[src/rtl/fpu_issue_pkg.sv]
// fpu_issue_pkg: shared types and constants for the FPU issue sequencer.
//   state_t     - sequencer FSM states
//   F7_*        - funct7 encodings with a dedicated latency
//   LAT_*       - per-op latency in cycles, CNT_W latency counter width
//   op_latency  - funct7 -> latency decode
package fpu_issue_pkg;

  typedef enum logic [2:0] {
    IDLE    = 3'd0,
    ISSUE   = 3'd1,
    CAPTURE = 3'd2,
    WAIT    = 3'd3,
    DONE    = 3'd4
  } state_t;

  localparam logic [6:0] F7_ADD  = 7'h00;
  localparam logic [6:0] F7_SUB  = 7'h04;
  localparam logic [6:0] F7_MUL  = 7'h08;
  localparam logic [6:0] F7_DIV  = 7'h0C;
  localparam logic [6:0] F7_SQRT = 7'h2C;

  localparam int LAT_ADD     = 3;
  localparam int LAT_MUL     = 4;
  localparam int LAT_DIV     = 12;
  localparam int LAT_SQRT    = 16;
  localparam int LAT_DEFAULT = 1;

  // Must hold max(LAT_*) - 1; also holds LAT_SQRT itself so op_latency fits.
  localparam int CNT_W = 5;

  function automatic logic [CNT_W-1:0] op_latency(input logic [6:0] funct7);
    case (funct7)
      F7_ADD, F7_SUB: op_latency = CNT_W'(LAT_ADD);
      F7_MUL:         op_latency = CNT_W'(LAT_MUL);
      F7_DIV:         op_latency = CNT_W'(LAT_DIV);
      F7_SQRT:        op_latency = CNT_W'(LAT_SQRT);
      default:        op_latency = CNT_W'(LAT_DEFAULT);
    endcase
  endfunction

endpackage

[src/rtl/fpu_issue_lat_timer.sv]
// fpu_issue_lat_timer: loadable down-counter used to model op latency.
//   clk_i, rst_i   - clock, synchronous active-high reset
//   load_i         - load load_val_i (wins over dec_i)
//   load_val_i     - value to load
//   dec_i          - decrement by one (saturates at zero)
//   zero_o         - this decrement takes the count to zero
module fpu_issue_lat_timer #(
  parameter int W = 5
) (
  input  logic         clk_i,
  input  logic         rst_i,
  input  logic         load_i,
  input  logic [W-1:0] load_val_i,
  input  logic         dec_i,
  output logic         zero_o
);

  logic [W-1:0] cnt_q;

  always_ff @(posedge clk_i) begin
    if (rst_i) begin
      cnt_q <= '0;
    end else if (load_i) begin
      cnt_q <= load_val_i;
    end else if (dec_i && (cnt_q != '0)) begin
      cnt_q <= cnt_q - W'(1);
    end
  end

  // Flag on the decrement that reaches zero so the FSM leaves WAIT in that
  // same cycle; a count already at zero also reports done.
  assign zero_o = dec_i && (cnt_q <= W'(1));

endmodule

[src/rtl/fpu_issue_seq.sv]
// fpu_issue_seq: issue sequencer in front of the FPU compute stage.
// Accepts one op, strobes the FPU for one cycle, captures its registered
// result the next cycle, models the op latency, then offers the result on a
// writeback port. One op in flight, no reordering.
//
// Handshakes: a transfer happens on a rising clock edge where valid && ready
// are both high; valid-side data is held stable until that edge. req_ready
// is combinational (IDLE, or DONE mirroring wb_ready) and forced low by
// reset or flush.
//
// Ports:
//   clock, reset            - clock, synchronous active-high reset
//   flush                   - abandon in-flight op, back to IDLE
//   req_*                   - op request (valid/ready), operands, funct, rd tag
//   fpu_*                   - registered operands/funct and one-cycle strobe
//   fpu_r                   - FPU result, valid the cycle after fpu_valid
//   wb_*                    - result writeback (valid/ready), data and tag
//   stat_ops, stat_stall    - only with FPU_ISSUE_STATS_EN defined
//   dbg_state               - current FSM state
module fpu_issue_seq
  import fpu_issue_pkg::*;
(
  input  logic        clock,
  input  logic        reset,
  input  logic        flush,
  input  logic        req_valid,
  output logic        req_ready,
  input  logic [31:0] req_a,
  input  logic [31:0] req_b,
  input  logic [6:0]  req_funct7,
  input  logic [2:0]  req_funct3,
  input  logic        req_rs2b0,
  input  logic [4:0]  req_rd,
  output logic [31:0] fpu_a,
  output logic [31:0] fpu_b,
  output logic [6:0]  fpu_funct7,
  output logic [2:0]  fpu_funct3,
  output logic        fpu_rs2b0,
  output logic        fpu_valid,
  input  logic [31:0] fpu_r,
  output logic        wb_valid,
  input  logic        wb_ready,
  output logic [31:0] wb_data,
  output logic [4:0]  wb_rd,
`ifdef FPU_ISSUE_STATS_EN
  output logic [31:0] stat_ops,
  output logic [31:0] stat_stall,
`endif
  output state_t      dbg_state
);

  state_t             state_q;
  logic [31:0]        fpu_a_q, fpu_b_q, res_q;
  logic [6:0]         fpu_funct7_q;
  logic [2:0]         fpu_funct3_q;
  logic               fpu_rs2b0_q, fpu_valid_q, wb_valid_q;
  logic [4:0]         rd_q;
  logic [CNT_W-1:0]   lat;
  logic               accept;
  logic               tmr_zero;

  // Latency decode works on the latched funct7, used only in CAPTURE.
  assign lat = op_latency(fpu_funct7_q);

  always_comb begin
    req_ready = 1'b0;
    if (!reset && !flush) begin
      case (state_q)
        IDLE:    req_ready = 1'b1;
        DONE:    req_ready = wb_ready;
        default: req_ready = 1'b0;
      endcase
    end
  end

  assign accept = req_valid && req_ready;

  fpu_issue_lat_timer #(.W(CNT_W)) u_timer (
    .clk_i      (clock),
    .rst_i      (reset),
    .load_i     (state_q == CAPTURE),
    .load_val_i (lat - CNT_W'(1)),
    .dec_i      (state_q == WAIT),
    .zero_o     (tmr_zero)
  );

  always_ff @(posedge clock) begin
    if (reset) begin
      state_q      <= IDLE;
      fpu_a_q      <= '0;
      fpu_b_q      <= '0;
      fpu_funct7_q <= '0;
      fpu_funct3_q <= '0;
      fpu_rs2b0_q  <= 1'b0;
      fpu_valid_q  <= 1'b0;
      wb_valid_q   <= 1'b0;
      res_q        <= '0;
      rd_q         <= '0;
    end else if (flush) begin
      state_q     <= IDLE;
      fpu_valid_q <= 1'b0;
      wb_valid_q  <= 1'b0;
    end else begin
      fpu_valid_q <= 1'b0;
      case (state_q)
        IDLE:  ;
        ISSUE: state_q <= CAPTURE;
        CAPTURE: begin
          res_q <= fpu_r;
          if (lat > CNT_W'(1)) begin
            state_q <= WAIT;
          end else begin
            state_q    <= DONE;
            wb_valid_q <= 1'b1;
          end
        end
        WAIT: begin
          if (tmr_zero) begin
            state_q    <= DONE;
            wb_valid_q <= 1'b1;
          end
        end
        DONE: begin
          if (wb_ready) begin
            state_q    <= IDLE;
            wb_valid_q <= 1'b0;
          end
        end
        default: state_q <= IDLE;
      endcase
      // Accept is only possible in IDLE or on the DONE handshake, so it
      // overrides the return to IDLE and gives back-to-back issue.
      if (accept) begin
        state_q      <= ISSUE;
        fpu_a_q      <= req_a;
        fpu_b_q      <= req_b;
        fpu_funct7_q <= req_funct7;
        fpu_funct3_q <= req_funct3;
        fpu_rs2b0_q  <= req_rs2b0;
        rd_q         <= req_rd;
        fpu_valid_q  <= 1'b1;
      end
    end
  end

`ifdef FPU_ISSUE_STATS_EN
  logic [31:0] stat_ops_q, stat_stall_q;

  // Cleared by reset only; flush keeps the history.
  always_ff @(posedge clock) begin
    if (reset) begin
      stat_ops_q   <= '0;
      stat_stall_q <= '0;
    end else begin
      if (wb_valid_q && wb_ready) stat_ops_q <= stat_ops_q + 32'd1;
      if ((state_q == DONE) && !wb_ready) stat_stall_q <= stat_stall_q + 32'd1;
    end
  end

  assign stat_ops   = stat_ops_q;
  assign stat_stall = stat_stall_q;
`endif

  assign fpu_a      = fpu_a_q;
  assign fpu_b      = fpu_b_q;
  assign fpu_funct7 = fpu_funct7_q;
  assign fpu_funct3 = fpu_funct3_q;
  assign fpu_rs2b0  = fpu_rs2b0_q;
  assign fpu_valid  = fpu_valid_q;
  assign wb_valid   = wb_valid_q;
  assign wb_data    = res_q;
  assign wb_rd      = rd_q;
  assign dbg_state  = state_q;

endmodule
[config.mk]
export PLATFORM = sky130hd
export DESIGN_NAME = fpu_issue_seq
export DESIGN_NICKNAME = d
export VERILOG_FILES = /design/src/rtl/fpu_issue_pkg.sv /design/src/rtl/fpu_issue_lat_timer.sv /design/src/rtl/fpu_issue_seq.sv
export SDC_FILE = /design/constraint.sdc
export NUM_CORES = 1
export LEC_CHECK = 0
export BUFFER_PORTS_ARGS = -buffer_cell sky130_fd_sc_hd__buf_4
export CAP_MARGIN = 20
export CORE_MARGIN = 2
export CORE_UTILIZATION = 48
export DETAILED_ROUTE_END_ITERATION = 16
export GPL_ROUTABILITY_DRIVEN = 0
export PLACE_DENSITY = 0.85
export SLEW_MARGIN = 20
export SYNTH_ARGS = -nofsm -noshare
export SYNTH_HDL_FRONTEND = slang
export SYNTH_SLANG_ARGS = --single-unit
[constraint.sdc]
create_clock -name clock -period 3.8 [get_ports clock]
set_clock_uncertainty 0.15 [all_clocks]
set_input_delay 0.19 -clock clock [delete_from_list [all_inputs] [get_ports clock]]
set_output_delay 0.19 -clock clock [all_outputs]
set_load 0.1 [all_outputs]
### Yosys cells after proc, flatten, opt, wreduce, memory -nomap -nowiden

Cells that the tools add are included.

| word-level totals | value |
|---|---|
| register bits | 122 |
| latch bits | 0 |
| bits in writable memories | 0 |
| memory bits (read-only) | 0 |
| logic and storage cells | 66 |
| memories kept | 0 |

| operators by class | value |
|---|---|
| add/subtract/negate cells | 2 |
| $mul | 0 |
| div/mod/pow operators | 0 |
| order comparisons | 2 |
| equal/unequal tests | 14 |
| shifts and indexed selects | 0 |
| multiplexer cells | 15 |
| bitwise logic cells | 2 |
| reductions and logical operators | 19 |

Operator list:

| kind | count |
|---|---|
| 5-bit case mux with 4 select lines | 1 |
| 3-bit case mux with 5 select lines | 1 |
| 7-bit by 4-bit == test with 1-bit output (second input constant) | 2 |
| 5-bit 2-to-1 mux | 2 |
| 5-bit by 1-bit subtractor with 5-bit output (second input constant) | 2 |
| 3-bit 2-to-1 mux | 3 |
| 2-bit != test (second input constant) | 4 |
| 7-bit by 3-bit == test with 1-bit output (second input constant) | 1 |
| 7-bit by 6-bit == test with 1-bit output (second input constant) | 1 |
| 7-bit logical NOT | 1 |
| 3-bit by 2-bit == test with 1-bit output (second input constant) | 2 |
| 1-bit 2-to-1 mux | 6 |
| 3-bit != test (second input constant) | 2 |
| 3-bit AND reduction | 2 |
| 5-bit by 1-bit > comparator with 1-bit output (second input constant) | 1 |
| 5-bit by 1-bit <= comparator with 1-bit output (second input constant) | 1 |
| 5-bit nonzero test | 1 |
| 1-bit logical AND | 4 |
| 2-bit AND reduction | 2 |
| 4-bit AND reduction | 1 |
| 2-bit OR reduction | 2 |
| 3-bit by 1-bit == test with 1-bit output (second input constant) | 1 |
| 3-bit == test (second input constant) | 1 |
| 3-bit logical NOT | 1 |
| other kinds (7) | 9 |

### Depth between registers and ports, before layout

Gate-level depths: netlist (run 1).

| depth | value |
|---|---|
| depth in word-level cells | 7 |
| gate-level depth with buffers | 6 |
| mapped depth without buffers | 5 |

### Hierarchy

A second synthesis (run 1) with hierarchy kept.

| unflattened totals | value |
|---|---|
| cells, all modules | 606 |
| area, all modules | 5650.4 um2 |

Modules (own cells, without submodules):

| module | times used | cells an instance | area each (um2) |
|---|---|---|---|
| fpu_issue_seq | 1 | 564 | 5307.6 |
| fpu_issue_lat_timer | 1 | 42 | 342.8 |

### Least setup slack after synthesis (run 1)

Ideal clock, no wire load.

| timing | value |
|---|---|
| kind | register to register |
| from | register state_q[0], in the netlist dbg_state[0] |
| to | register state_q[1], in the netlist dbg_state[1] |
| setup time | 0.109 ns |
| arrival | 2.118 ns |
| required time | 3.541 ns |
| setup slack | 1.423 ns |
| stages on the path, launching flop included | 6 |
| path buffers | 0 |
| cells stage by stage | dfxtp_1 nor4_1 nand3_2 inv_2 or3_1 a2111oi_2 |

| on the way | value |
|---|---|
| cells in the longest elaborated chain, start to end | 5 |

RTL lines:

| what | RTL line | source |
|---|---|---|
| from (decl) | fpu_issue_seq.sv:52 | `state_t state_q;` |
| from (signal assigned) | fpu_issue_seq.sv:89 | `state_q <= IDLE;` |
| from (signal assigned) | fpu_issue_seq.sv:100 | `state_q <= IDLE;` |
| from (signal assigned) | fpu_issue_seq.sv:107 | `ISSUE: state_q <= CAPTURE;` |
| 3-bit == test or 3-bit logical NOT (tied branches) | fpu_issue_seq.sv:68, fpu_issue_seq.sv:105 |  |
| 1-bit case mux with 2 select lines | fpu_issue_seq.sv:68 | `case (state_q)` |
| 1-bit 2-to-1 mux | fpu_issue_seq.sv:67 | `if (!reset && !flush) begin` |
| 1-bit logical AND | fpu_issue_seq.sv:76 | `assign accept = req_valid && req_ready;` |
| 3-bit OR reduction (no line) | -- |  |

Several ways; a longest one is shown, not always the timed one.
A chain may end at the register's enable or synchronous reset.

### Worst setup path after layout (run 1)

| timing | value |
|---|---|
| from | register state_q[0], in the netlist dbg_state[0] |
| to | register fpu_a_q[19], in the netlist fpu_a[19] |

| on the way | value |
|---|---|
| cells in the longest elaborated chain, start to end | 5 |

RTL lines:

| what | RTL line | source |
|---|---|---|
| 3-bit == test or 3-bit logical NOT (tied branches) | fpu_issue_seq.sv:68 |  |
| 1-bit case mux with 2 select lines * | fpu_issue_seq.sv:68 |  |
| 1-bit 2-to-1 mux * | fpu_issue_seq.sv:67 |  |
| 1-bit logical AND * | fpu_issue_seq.sv:76 |  |
| 2-bit AND reduction (no line) * | -- |  |
| to (signal assigned) | fpu_issue_seq.sv:135 | `fpu_a_q <= req_a;` |
| to (decl) | fpu_issue_seq.sv:53 | `logic [31:0] fpu_a_q, fpu_b_q, res_q;` |

Mark *: on every way between the ends. The rest lies on a longest branch, timed or not.

==> run metrics, run 1 <==
status=completed; Hold Crit Class=in2reg; Sum Neg Setup Slack=0 ns; Port Buffers=approximately 230; # hold bufs at CTS=between 100 and 150; cells after synthesis=approximately 560; number of DRC markers in iteration 0=281; number of I/O pins=235; met3 usage in global routing=around 9.8%; Placed Area=0.00618 mm2; Synth Register Bits=between 100 and 150; worst vdd ir=0.000303 V; Slew Limit Fails=0; final net count=about 1,000; post-CTS sizing=0; r2r setup slk=around 1.4 ns; share of cells above drive strength 1=a little over 30%; clk slew on worst S/H paths=0.06 ns; Yosys warnings=0; Vias per Instance=5.28; max cap viols=0; PwrDens=~450 mW/mm2; startpoint types=flip-flop; TritonCTS clock tree=yes; Mean Syn Cell Area=between 7 and 8 um2; hold path cells=2; Final min period=around 2.4 ns; area delta synth->final=79.3%; clock sink count=about 120; largest net degree at the start of global routing=slightly above 80; Yosys cell types=35; dominant cell type by area after synthesis=dfxtp_1; kind of critical path=reg2reg; DRT Pass-1 Iters=5; Worst-Margin Slew=roughly 1.0 ns; Post-synth EDFFs=0; Routed WL=approximately 17 mm; CTS Buffer Depth=2; initial antenna violation count=0; grt peak-use layer=met2; met1 Use GR=around 36%; Root Driver=clkbuf_8; final hold violation count=0; synthesized area=between 0.004 and 0.005 mm2; Worst Hold Path EP=wb_data[10]$_SDFFE_PP0P_; reg2reg path depth=6; Post-synth top flop=dfxtp_1; total track usage=between 30% and 40%; FP Rows=35; DRC viols=0; dpl hpwl=8.66 mm; FILL cells=between 400 and 500; number of routed nets with antenna violations=0; met2 track demand over resource=about three fifths; first-pass GRT wire length=~26 mm; Post-synth ARST share=0%; top cell type's share of synthesized area=55.2%; Die X=between 100 and 150 um; Slew HR=just over 30%; critical path data arrival time=~2.7 ns; post-synthesis sequential area ratio=between 50% and 60%; maximum clock rate=414 MHz; Total Power=around 3600 uW; vias=5,379; die area=between 0.01 and 0.015 mm2; grt ovf=0; Worst setup EP type=flip-flop; Finished Cell Area=approximately 0.008 mm2; clk_lat worst skew=~0.51 ns; number of H-tree levels=4; TritonCTS Buffers=17; worst hold start=reset; P_leak=about 0.0034 uW; post-synth net total=between 600 and 700; Die Ht=about 100 um; Post-Route Utilization=roughly 87%; final period utilization=between 60% and 70%; Final setup viols=0; Hold WS=0.0479 ns; RSZ-0062 raised after global routing=no; CP required=slightly above 4 ns; wire per inst=approximately 17 um; Post-CTS Setup Repair Bufs=0; r2r endpoint=fpu_a[19]$_SDFFE_PP0P_; Core Region=0.00911 mm2; Initial Utilization=48.6%; Max Fanout on Critical Path=slightly above 80; cells taking the most area after synthesis=dfxtp_1 55%, nand2_1 19%, a21oi_1 13%; vias in the first global route=5,501; FF-to-FF Start=dbg_state[0]$_SDFFE_PP0P_
-- power breakdown --
| part | switching (uW) | leakage, uW | internal (uW) | total (uW) |
|---|---|---|---|---|
| combinational | 381 | 0.00210 | 223 | 604 |
| sequential | 24.2 | 0.000988 | 1310 | 1340 |
| clock | 596 | 0.000282 | 1020 | 1620 |
| total | 1000 | 0.00337 | 2560 | 3560 |
-- worst max-delay path by stage --
stage	startpoint	endpoint	slack (ns)	cells past startpoint
after floorplan	dbg_state[0]$_SDFFE_PP0P_	dbg_state[1]$_SDFFE_PP0P_	1.42	5
after global placement	dbg_state[0]$_SDFFE_PP0P_	fpu_a[7]$_SDFFE_PP0P_	1.63	6
after detailed placement	dbg_state[0]$_SDFFE_PP0P_	fpu_a[16]$_SDFFE_PP0P_	1.48	6
after CTS	dbg_state[0]$_SDFFE_PP0P_	fpu_funct7[2]$_SDFFE_PP0P_	1.44	6
after global routing	dbg_state[0]$_SDFFE_PP0P_	fpu_a[19]$_SDFFE_PP0P_	1.18	6
final	dbg_state[0]$_SDFFE_PP0P_	fpu_a[19]$_SDFFE_PP0P_	1.38	6
-- metrics by stage --
stage | instances | setup WS (ns)
after global placement | 870 | 1.63
after detailed placement | 870 | 1.48
final | 1019 | 1.38
after global routing | 1017 | 1.18
after CTS | 1017 | 1.44
after floorplan | 558 | 1.42
-- critical path: stages, from the launching register on --
cell and delay [ns]:
dfxtp_1 0.46, nor4_1 0.46, nand3_2 0.14, inv_2 0.07, buf_4 0.61, nand2_1 0.15
a21oi_1 0.22
-- layer usage --
metal,share of wire (%),vias to the layer above
met5,0,-
met4,3.1,0
met3,8.1,45
met2,52,306
met1,37,2533
li1,-,2495
-- layout make-up --
class,count,area (um2),share of cell area (%)
antenna,2,5.00,0.0631
clock buffer,20,435,5.49
clock inverter,12,165,2.08
inverter,5,18.8,0.236
multi-input combinational,394,1790,22.6
sequential,122,2440,30.8
tap,111,139,1.75
timing repair buffer,353,2940,37.0
-- cell usage in the layout, fill, tap and decap left out, types with 2 or more instances in the layout --
master	Yosys	final
dfxtp_1	122	122
nand2_1	227	227
nor4b_1	2	2
ha_1	3	3
dlygate4sd3_1	0	115
a211oi_1	2	2
nor2b_1	2	2
nor2_1	6	6
or3_1	2	2
inv_1	4	4
o21ai_0	6	6
buf_4	8	238
inv_6	0	2
clkbuf_8	0	2
a21oi_1	116	116
nand2b_1	6	6
bufinv_16	0	3
clkinvlp_4	0	3
clkbuf_1	23	2
clkinv_4	0	4
diode_2	0	2
o22ai_1	2	2
clkbuf_16	0	16
nor3_1	3	2
-- cell families after synthesis --
group / synth area share, %
AOI/OAI and AO/OA: 16.3
xor gates and xnor gates: 0.198
DFF: 55.2
buffers and inverters: 4.41
adders and majority gates: 0.848
and+or+nand+nor: 23.1
-- cells in the mapped netlist, types with 2 or more instances --
cell,instances
nand2_1,227
dfxtp_1,122
a21oi_1,116
clkbuf_1,23
buf_4,8
buf_2,6
nand2b_1,6
nor2_1,6
o21ai_0,6
inv_1,4
ha_1,3
nor3_1,3
a211oi_1,2
nor2b_1,2
nor4b_1,2
o22ai_1,2
or3_1,2
-- flip-flops by register name, indices dropped and copies added, names as in the netlist --
| register | cells |
|---|---|
| fpu_b | 32 |
| dbg_state | 3 |
| wb_rd | 5 |
| fpu_rs2b0 | 1 |
| fpu_a | 32 |
| fpu_valid | 1 |
| wb_valid | 1 |
| fpu_funct7 | 7 |
| u_timer.cnt_q | 5 |
| fpu_funct3 | 3 |
| wb_data | 32 |
(Power assumes the default switching activity.)
==> run 2, diff against run 1 <==
--- a/config.mk
+++ b/config.mk
@@ -5,13 +5,14 @@
 export SDC_FILE = /design/constraint.sdc
 export NUM_CORES = 1
 export LEC_CHECK = 0
+export ABC_AREA = 1
 export BUFFER_PORTS_ARGS = -buffer_cell sky130_fd_sc_hd__buf_4
 export CAP_MARGIN = 20
 export CORE_MARGIN = 2
-export CORE_UTILIZATION = 48
+export CORE_UTILIZATION = 41
 export DETAILED_ROUTE_END_ITERATION = 16
 export GPL_ROUTABILITY_DRIVEN = 0
-export PLACE_DENSITY = 0.85
+export PLACE_DENSITY = 0.77
 export SLEW_MARGIN = 20
 export SYNTH_ARGS = -nofsm -noshare
 export SYNTH_HDL_FRONTEND = slang
==> constraint.sdc (replaced) <==
create_clock -name clock -period 2 [get_ports clock]
set_clock_uncertainty 0.15 [all_clocks]
set_input_delay 0.1 -clock clock [delete_from_list [all_inputs] [get_ports clock]]
set_output_delay 0.1 -clock clock [all_outputs]
set_load 0.1 [all_outputs]
==> run 2 against run 1 <==
Effect of this change: combinational power is 140% higher; first-iteration DRC count is 34% higher; final cell count is 7.3% higher; wire length is 4.9% lower; sequential share of layout area is 0.71 points lower; largest cell class unchanged.
==> run metrics, run 2 <==
number of H-tree levels=4; switching part of the total=30.6%; Crit-path slowest cell=dlygate4sd3_1; cell-internal power=roughly 4800 uW; CP most frequent cell=nand2_2; r2r setup slk=about 0.11 ns; vias in the first global route=~5,500; area of the multi-input gates=0.00180 mm2; Initial Utilization=a little over two fifths; startpoint types=flip-flop; FF-to-FF Start=dbg_state[0]$_SDFFE_PP0P_; Core Region=around 0.011 mm2; most common cell after layout, fill and taps aside=buf_4; clock power share=approximately 42%; Top delay family on crit path=buffers and inverters; Worst Slack Setup Final=between 0.1 and 0.15 ns; final period utilization=between 90% and 100%; dominant cell type by area after synthesis=dfxtp_1; final net count=roughly 1,100; Final setup viols=0; post-place setup slack=0.280 ns; Yosys warnings=0; vias=between 5,000 and 6,000; critical path data arrival time=around 2.2 ns; kind of critical path=reg2reg; Post-synth ARST share=0%; cells taking the most area after synthesis=dfxtp_1 54%, nor2_1 19%, o21ai_0 13%; largest net degree at the start of global routing=~120; dpl hpwl=approximately 9.2 mm; CP required=~2.3 ns; Worst Path Buf+Inv=3; number of DRC markers in iteration 0=approximately 380; die area=approximately 0.012 mm2; Mean Syn Cell Area=7.67 um2; maximum clock rate=approximately 530 MHz; switching pwr=2100 uW; CTS Buffer Depth=2; Hold WS=around 0.20 ns; post-synth net total=just over 700; Slew Limit Fails=0; wire per inst=between 10 and 15 um; initial antenna violation count=0; Worst-Margin Slew=about 0.52 ns; post-synthesis sequential area ratio=a little over half; FF/Latch Area=0.00245 mm2; Total Power=approximately 6900 uW; CP Cell Sequence=inv_4 > nand2_2 > nor3_4 > nand2_2 > buf_6 > a31oi_1 > dlygate4sd3_1; status=completed; synthesized area=~0.0045 mm2; Die Ht=109 um; Port Buffers=~230; Worst setup EP type=flip-flop; number of I/O pins=235; Post-synth EDFFs=0; Synth Register Bits=122; reg2reg path depth=7; PwrDens=842 mW/mm2; max cap viols=0; DRT Pass-1 Iters=5; Hold Crit Class=in2reg; total track usage=approximately a quarter; FILL cells=around 700; commonest cells in the netlist=226 x nor2_1, 122 x dfxtp_1, 117 x o21ai_0; Routed WL=approximately 16 mm; TritonCTS Buffers=17; Yosys cell types=24; slowest stage delay, CP=roughly 0.57 ns; count leader, synth=nor2_1; hold path cells=4; FP Rows=38; Worst Hold Path EP=wb_data[17]$_SDFFE_PP0P_; Slew HR=about two thirds; number of routed nets with antenna violations=0; Die X=approximately 110 um; Seq pwr share=a little under two fifths; area delta synth->final=80.5%; Post-synth top flop=dfxtp_1; P_leak=0.00385 uW; cells after synthesis=590; Comb power frac=approximately a fifth; r2r endpoint=dbg_state[0]$_SDFFE_PP0P_; first-pass GRT wire length=roughly 25 mm; top cell type's share of synthesized area=between 50% and 60%; TritonCTS clock tree=yes; clk slew on worst S/H paths=0.06 ns; clk_lat worst skew=around 0.51 ns; final hold violation count=0; most frequent cells in the layout=244 x buf_4, 226 x nor2_1, 119 x dfxtp_1, 117 x dlygate4sd3_1, 115 x o21ai_0; Post-Route Utilization=between 70% and 80%; DRC viols=0; share of cells above drive strength 1=between 30% and 40%; antenna cells=0; Max Fanout on Critical Path=19; Root Driver=clkbuf_8; worst hold start=fpu_r[17]; grt ovf=0; worst vdd ir=roughly 0.0004 V; Vias per Instance=between 4 and 5; Final min period=~1.9 ns; clock sink count=between 100 and 150; Sum Neg Setup Slack=0 ns
==> run 2: logic make-up (layout without fill, tap and decap cells) <==
kind of cell	count (synthesis)	count (layout)	synth area share [%]
AOI/OAI and AO/OA	136	136	15.2
DFF	122	122	54.0
adders and majority gates	3	3	0.830
buffers and inverters	62	425	6.67
and+or+nand+nor	266	266	23.2
xor gates and xnor gates	1	1	0.194
==> run 2: worst max path at each step <==
stage                                  startpoint  slack, ns                         to  depth (start not counted)
finish                  dbg_state[0]$_SDFFE_PP0P_       0.11  dbg_state[0]$_SDFFE_PP0P_                          7
global route        u_timer.cnt_q[1]$_SDFFE_PP0P_     -0.004  dbg_state[0]$_SDFFE_PP0P_                          7
CTS                                         reset       0.02  dbg_state[2]$_SDFFE_PP0P_                          9
detailed placement      dbg_state[0]$_SDFFE_PP0P_       0.28      fpu_a[1]$_SDFFE_PP0P_                          7
global placement        dbg_state[2]$_SDFFE_PP0P_       0.32      wb_rd[0]$_SDFFE_PP0P_                          7
floorplan               dbg_state[1]$_SDFFE_PP0P_      -0.41      fpu_a[0]$_SDFFE_PP0P_                          9
==> run 2: area by class of cell <==
class,instances,share of cell area [%]
inverters,27,1.33
clock buffers,20,5.21
repair buffers,366,37.7
multi-input cells,406,22.0
clock inverters,12,1.52
well taps,140,2.15
flip-flops and latches,122,30.1
==> run 2: routing by layer <==
layer  up-vias  wire, um  track usage (%)
met5         -         0                0
met2       242      8480             48.7
met3        65      1040             6.63
li1       2591         -                -
met1      2481      5870             27.2
met4         0       756             16.4
==> run 2: what timing repair did <==
item,CTS,global route
setup endpoints to repair,0,2
endpoints found under the hold margin,117,0
hold buffers,119,0
resized for setup,0,9
setup buffers,0,4
==> run 2: tightest hold or removal path, delay by kind of cell <==
kind | cells | cell delay, ns
buffers and inverters | 2 | 0.62
AND/OR/NAND/NOR | 2 | 0.11
==> run 2: through the flow <==
stage	area, um2	std cells
3_3_place_gp	6380	939
5_1_grt	8160	1093
4_1_cts	8120	1090
2_1_floorplan	4550	590
3_5_place_dp	6380	939
6_report	8160	1093
==> run 2: power by group through the flow <==
stage	logic (uW)	registers [uW]	clock network, uW
5_1_grt	1510	2580	3020
4_1_cts	1420	2570	2880
6_report	1450	2570	2850
3_5_place_dp	1230	2620	0
2_1_floorplan	228	3260	0
3_3_place_gp	1220	2620	0
==> run 3, diff against run 2 <==
--- a/config.mk
+++ b/config.mk
@@ -12,8 +12,9 @@
 export CORE_UTILIZATION = 41
 export DETAILED_ROUTE_END_ITERATION = 16
 export GPL_ROUTABILITY_DRIVEN = 0
-export PLACE_DENSITY = 0.77
+export PLACE_DENSITY = 0.76
 export SLEW_MARGIN = 20
 export SYNTH_ARGS = -nofsm -noshare
 export SYNTH_HDL_FRONTEND = slang
+export SYNTH_HIERARCHICAL = 1
 export SYNTH_SLANG_ARGS = --single-unit
==> run 3 against run 2 <==
Effect of this change: die area is 0.43% higher; synthesized cell count rose by 0.34%; critical path type unchanged; wire length is 5.0% higher; total power grew 3.4%; first-iteration DRC count grew 16%; sequential cell count stayed put; sequential power about the same; combinational power hardly changed; clock power increased by 8.4%.
==> run metrics, run 3 <==
grt ovf=0; Routed WL=17.0 mm; DRC viols=0; CTS Buffer Depth=2; P_leak=0.00399 uW; CP Cell Sequence=inv_1 > nor2_2 > inv_2 > nor2_4 > nand2_4 > o21ai_0 > dlygate4sd3_1 > nor2_1; post-place setup slack=around 0.35 ns; worst hold start=req_valid; RSZ-0062 raised after global routing=no; Placed Area=approximately 0.0063 mm2; Setup crit start=dbg_state[1]$_SDFFE_PP0P_; FP Rows=38; area delta synth->final=81.2%; clock sink count=122; total track usage=between 20% and 30%; vias=5,435; Crit-path slowest cell=dlygate4sd3_1; die area=about 0.012 mm2; Post-Route Utilization=about three quarters; slowest stage delay, CP=0.58 ns; critical path data arrival time=2.14 ns; Synth Register Bits=122; Slew HR=between 60% and 70%; number of I/O pins=between 200 and 250; Finished Cell Area=0.00823 mm2; worst vdd ir=roughly 0.00083 V; vias in the first global route=5,493; Hold Crit Class=in2reg; clk slew on worst S/H paths=approximately 0.06 ns; Die Ht=between 100 and 150 um; Mean Syn Cell Area=7.67 um2; Die X=109 um; Final setup viols=0; final net count=1,065; antenna cells=0; most frequent cells in the layout=240 x buf_4, 234 x nor2_1, 129 x dlygate4sd3_1, 119 x dfxtp_1, 83 x o21ai_0; TritonCTS Buffers=17; synthesized area=~0.0045 mm2; Final min period=1.89 ns; top cell type's share of synthesized area=between 50% and 60%; Worst-Margin Slew=approximately 0.53 ns; FF-to-FF Start=dbg_state[1]$_SDFFE_PP0P_; maximum clock rate=~530 MHz; Root Driver=clkbuf_8; Post-synth ARST share=0%; DRT Pass-1 Iters=7; Vias per Instance=4.95; Yosys cell types=24; Max Fanout on Critical Path=8; clk_lat worst skew=0.51 ns; Total Power=approximately 7000 uW; Worst Path Buf+Inv=3; count leader, synth=nor2_1; Sum Neg Setup Slack=0 ns; most common cell after layout, fill and taps aside=buf_4; Post-synth top flop=dfxtp_1; initial antenna violation count=0; Post-CTS Setup Repair Bufs=0; Initial Utilization=41.9%; max cap viols=0; post-synth net total=approximately 710; final period utilization=94.7%; wire per inst=around 15 um; Post-synth EDFFs=0; largest net degree at the start of global routing=72; dominant cell type by area after synthesis=dfxtp_1; final hold violation count=0; kind of critical path=reg2reg; cells after synthesis=~590; Port Buffers=about 230; number of H-tree levels=4; dpl hpwl=9.19 mm; cells taking the most area after synthesis=dfxtp_1 54%, nor2_1 19%, o21ai_0 9.4%; Worst Slack Setup Final=approximately 0.11 ns; number of DRC markers in iteration 0=439; commonest cells in the netlist=234 x nor2_1, 122 x dfxtp_1, 85 x o21ai_0; startpoint types=flip-flop; Top delay family on crit path=buffers and inverters; PwrDens=approximately 860 mW/mm2; post-synthesis sequential area ratio=between 50% and 60%; Core Region=0.0108 mm2; TritonCTS clock tree=yes; number of routed nets with antenna violations=0; CP required=approximately 2.3 ns; status=completed; Yosys warnings=6; share of cells above drive strength 1=30.0%; Worst setup EP type=flip-flop; first-pass GRT wire length=around 26 mm; Slew Limit Fails=0
[run 3: cell types whose count changed after synthesis, moves of 3 or more]
| cell | before | now |
|---|---|---|
| a21oi_1 | 12 | 8 |
| buf_2 | 9 | 1 |
| buf_6 | 7 | 11 |
| clkbuf_1 | 19 | 23 |
| nor2_1 | 226 | 234 |
| nor2_2 | 2 | 5 |
| o21ai_0 | 117 | 85 |
| o21ai_1 | 4 | 31 |
[run 3: power breakdown]
group | total, uW | internal, uW | switching, uW | leakage (uW)
Clock | 3090 | 2030 | 1060 | 0.000292
Combinational | 1440 | 484 | 960 | 0.00270
Sequential | 2580 | 2520 | 55.1 | 0.000994
[run 3: cell type report]
| type | count | area [um2] |
|---|---|---|
| Timing Repair Buffer | 370 | 3110 |
| Inverter | 26 | 97.6 |
| Clock buffer | 25 | 484 |
| Multi-Input combinational cell | 409 | 1800 |
| Sequential cell | 122 | 2450 |
| Clock inverter | 7 | 113 |
| Tap cell | 140 | 175 |
| Fill cell | 679 | 2610 |
[run 3: through the flow]
step / hold WS [ns] / std cells
2_1_floorplan: 0.0124 / 592
3_3_place_gp: 0.171 / 938
3_5_place_dp: 0.172 / 938
4_1_cts: 0.00753 / 1099
5_1_grt: 0.0510 / 1099
6_report: 0.0403 / 1099
[run 3: path summary, 6_finish.rpt]
kind,end,slack (ns),depth (start not counted)
setup / recovery,wb_data[30]$_SDFFE_PP0P_,0.11,8
hold / removal,fpu_valid$_SDFF_PP0_,0.04,4
setup reg to reg,wb_data[30]$_SDFFE_PP0P_,0.11,8
hold reg to reg,wb_valid$_SDFFE_PP0P_,0.33,2
[run 3: timing repair]
| item | CTS | global route |
|---|---|---|
| endpoints found under the hold margin | 121 | 0 |
| setup endpoints to repair | 0 | 3 |
| resized for setup | 0 | 5 |
| hold buffers | 129 | 0 |
[run 3: kinds of logic after synthesis]
group	count (synthesis)	synth area share (%)
AOI/OAI and AO/OA	127	14.2
xor gates and xnor gates	1	0.193
adders and majority gates	2	0.551
buffers and inverters	61	6.88
DFF	122	53.8
other	1	0.0825
and+or+nand+nor	278	24.3
[run 3: routing by layer]
layer | vias up | global-route usage, % | wire length [um]
li1 | 2592 | - | -
met1 | 2480 | 28.0 | 6130
met2 | 304 | 51.2 | 8730
met3 | 59 | 8.31 | 1420
met4 | 0 | 15.8 | 673
met5 | - | 0 | 0
[run 3: worst register-to-register path, delay by kind of cell (launching register included)]
family / cells / cell delay (ns)
AND/OR/NAND/NOR: 4 / 0.37
buffers and inverters: 3 / 0.71
AO/OA/AOI/OAI: 1 / 0.18
flip-flops: 1 / 0.37
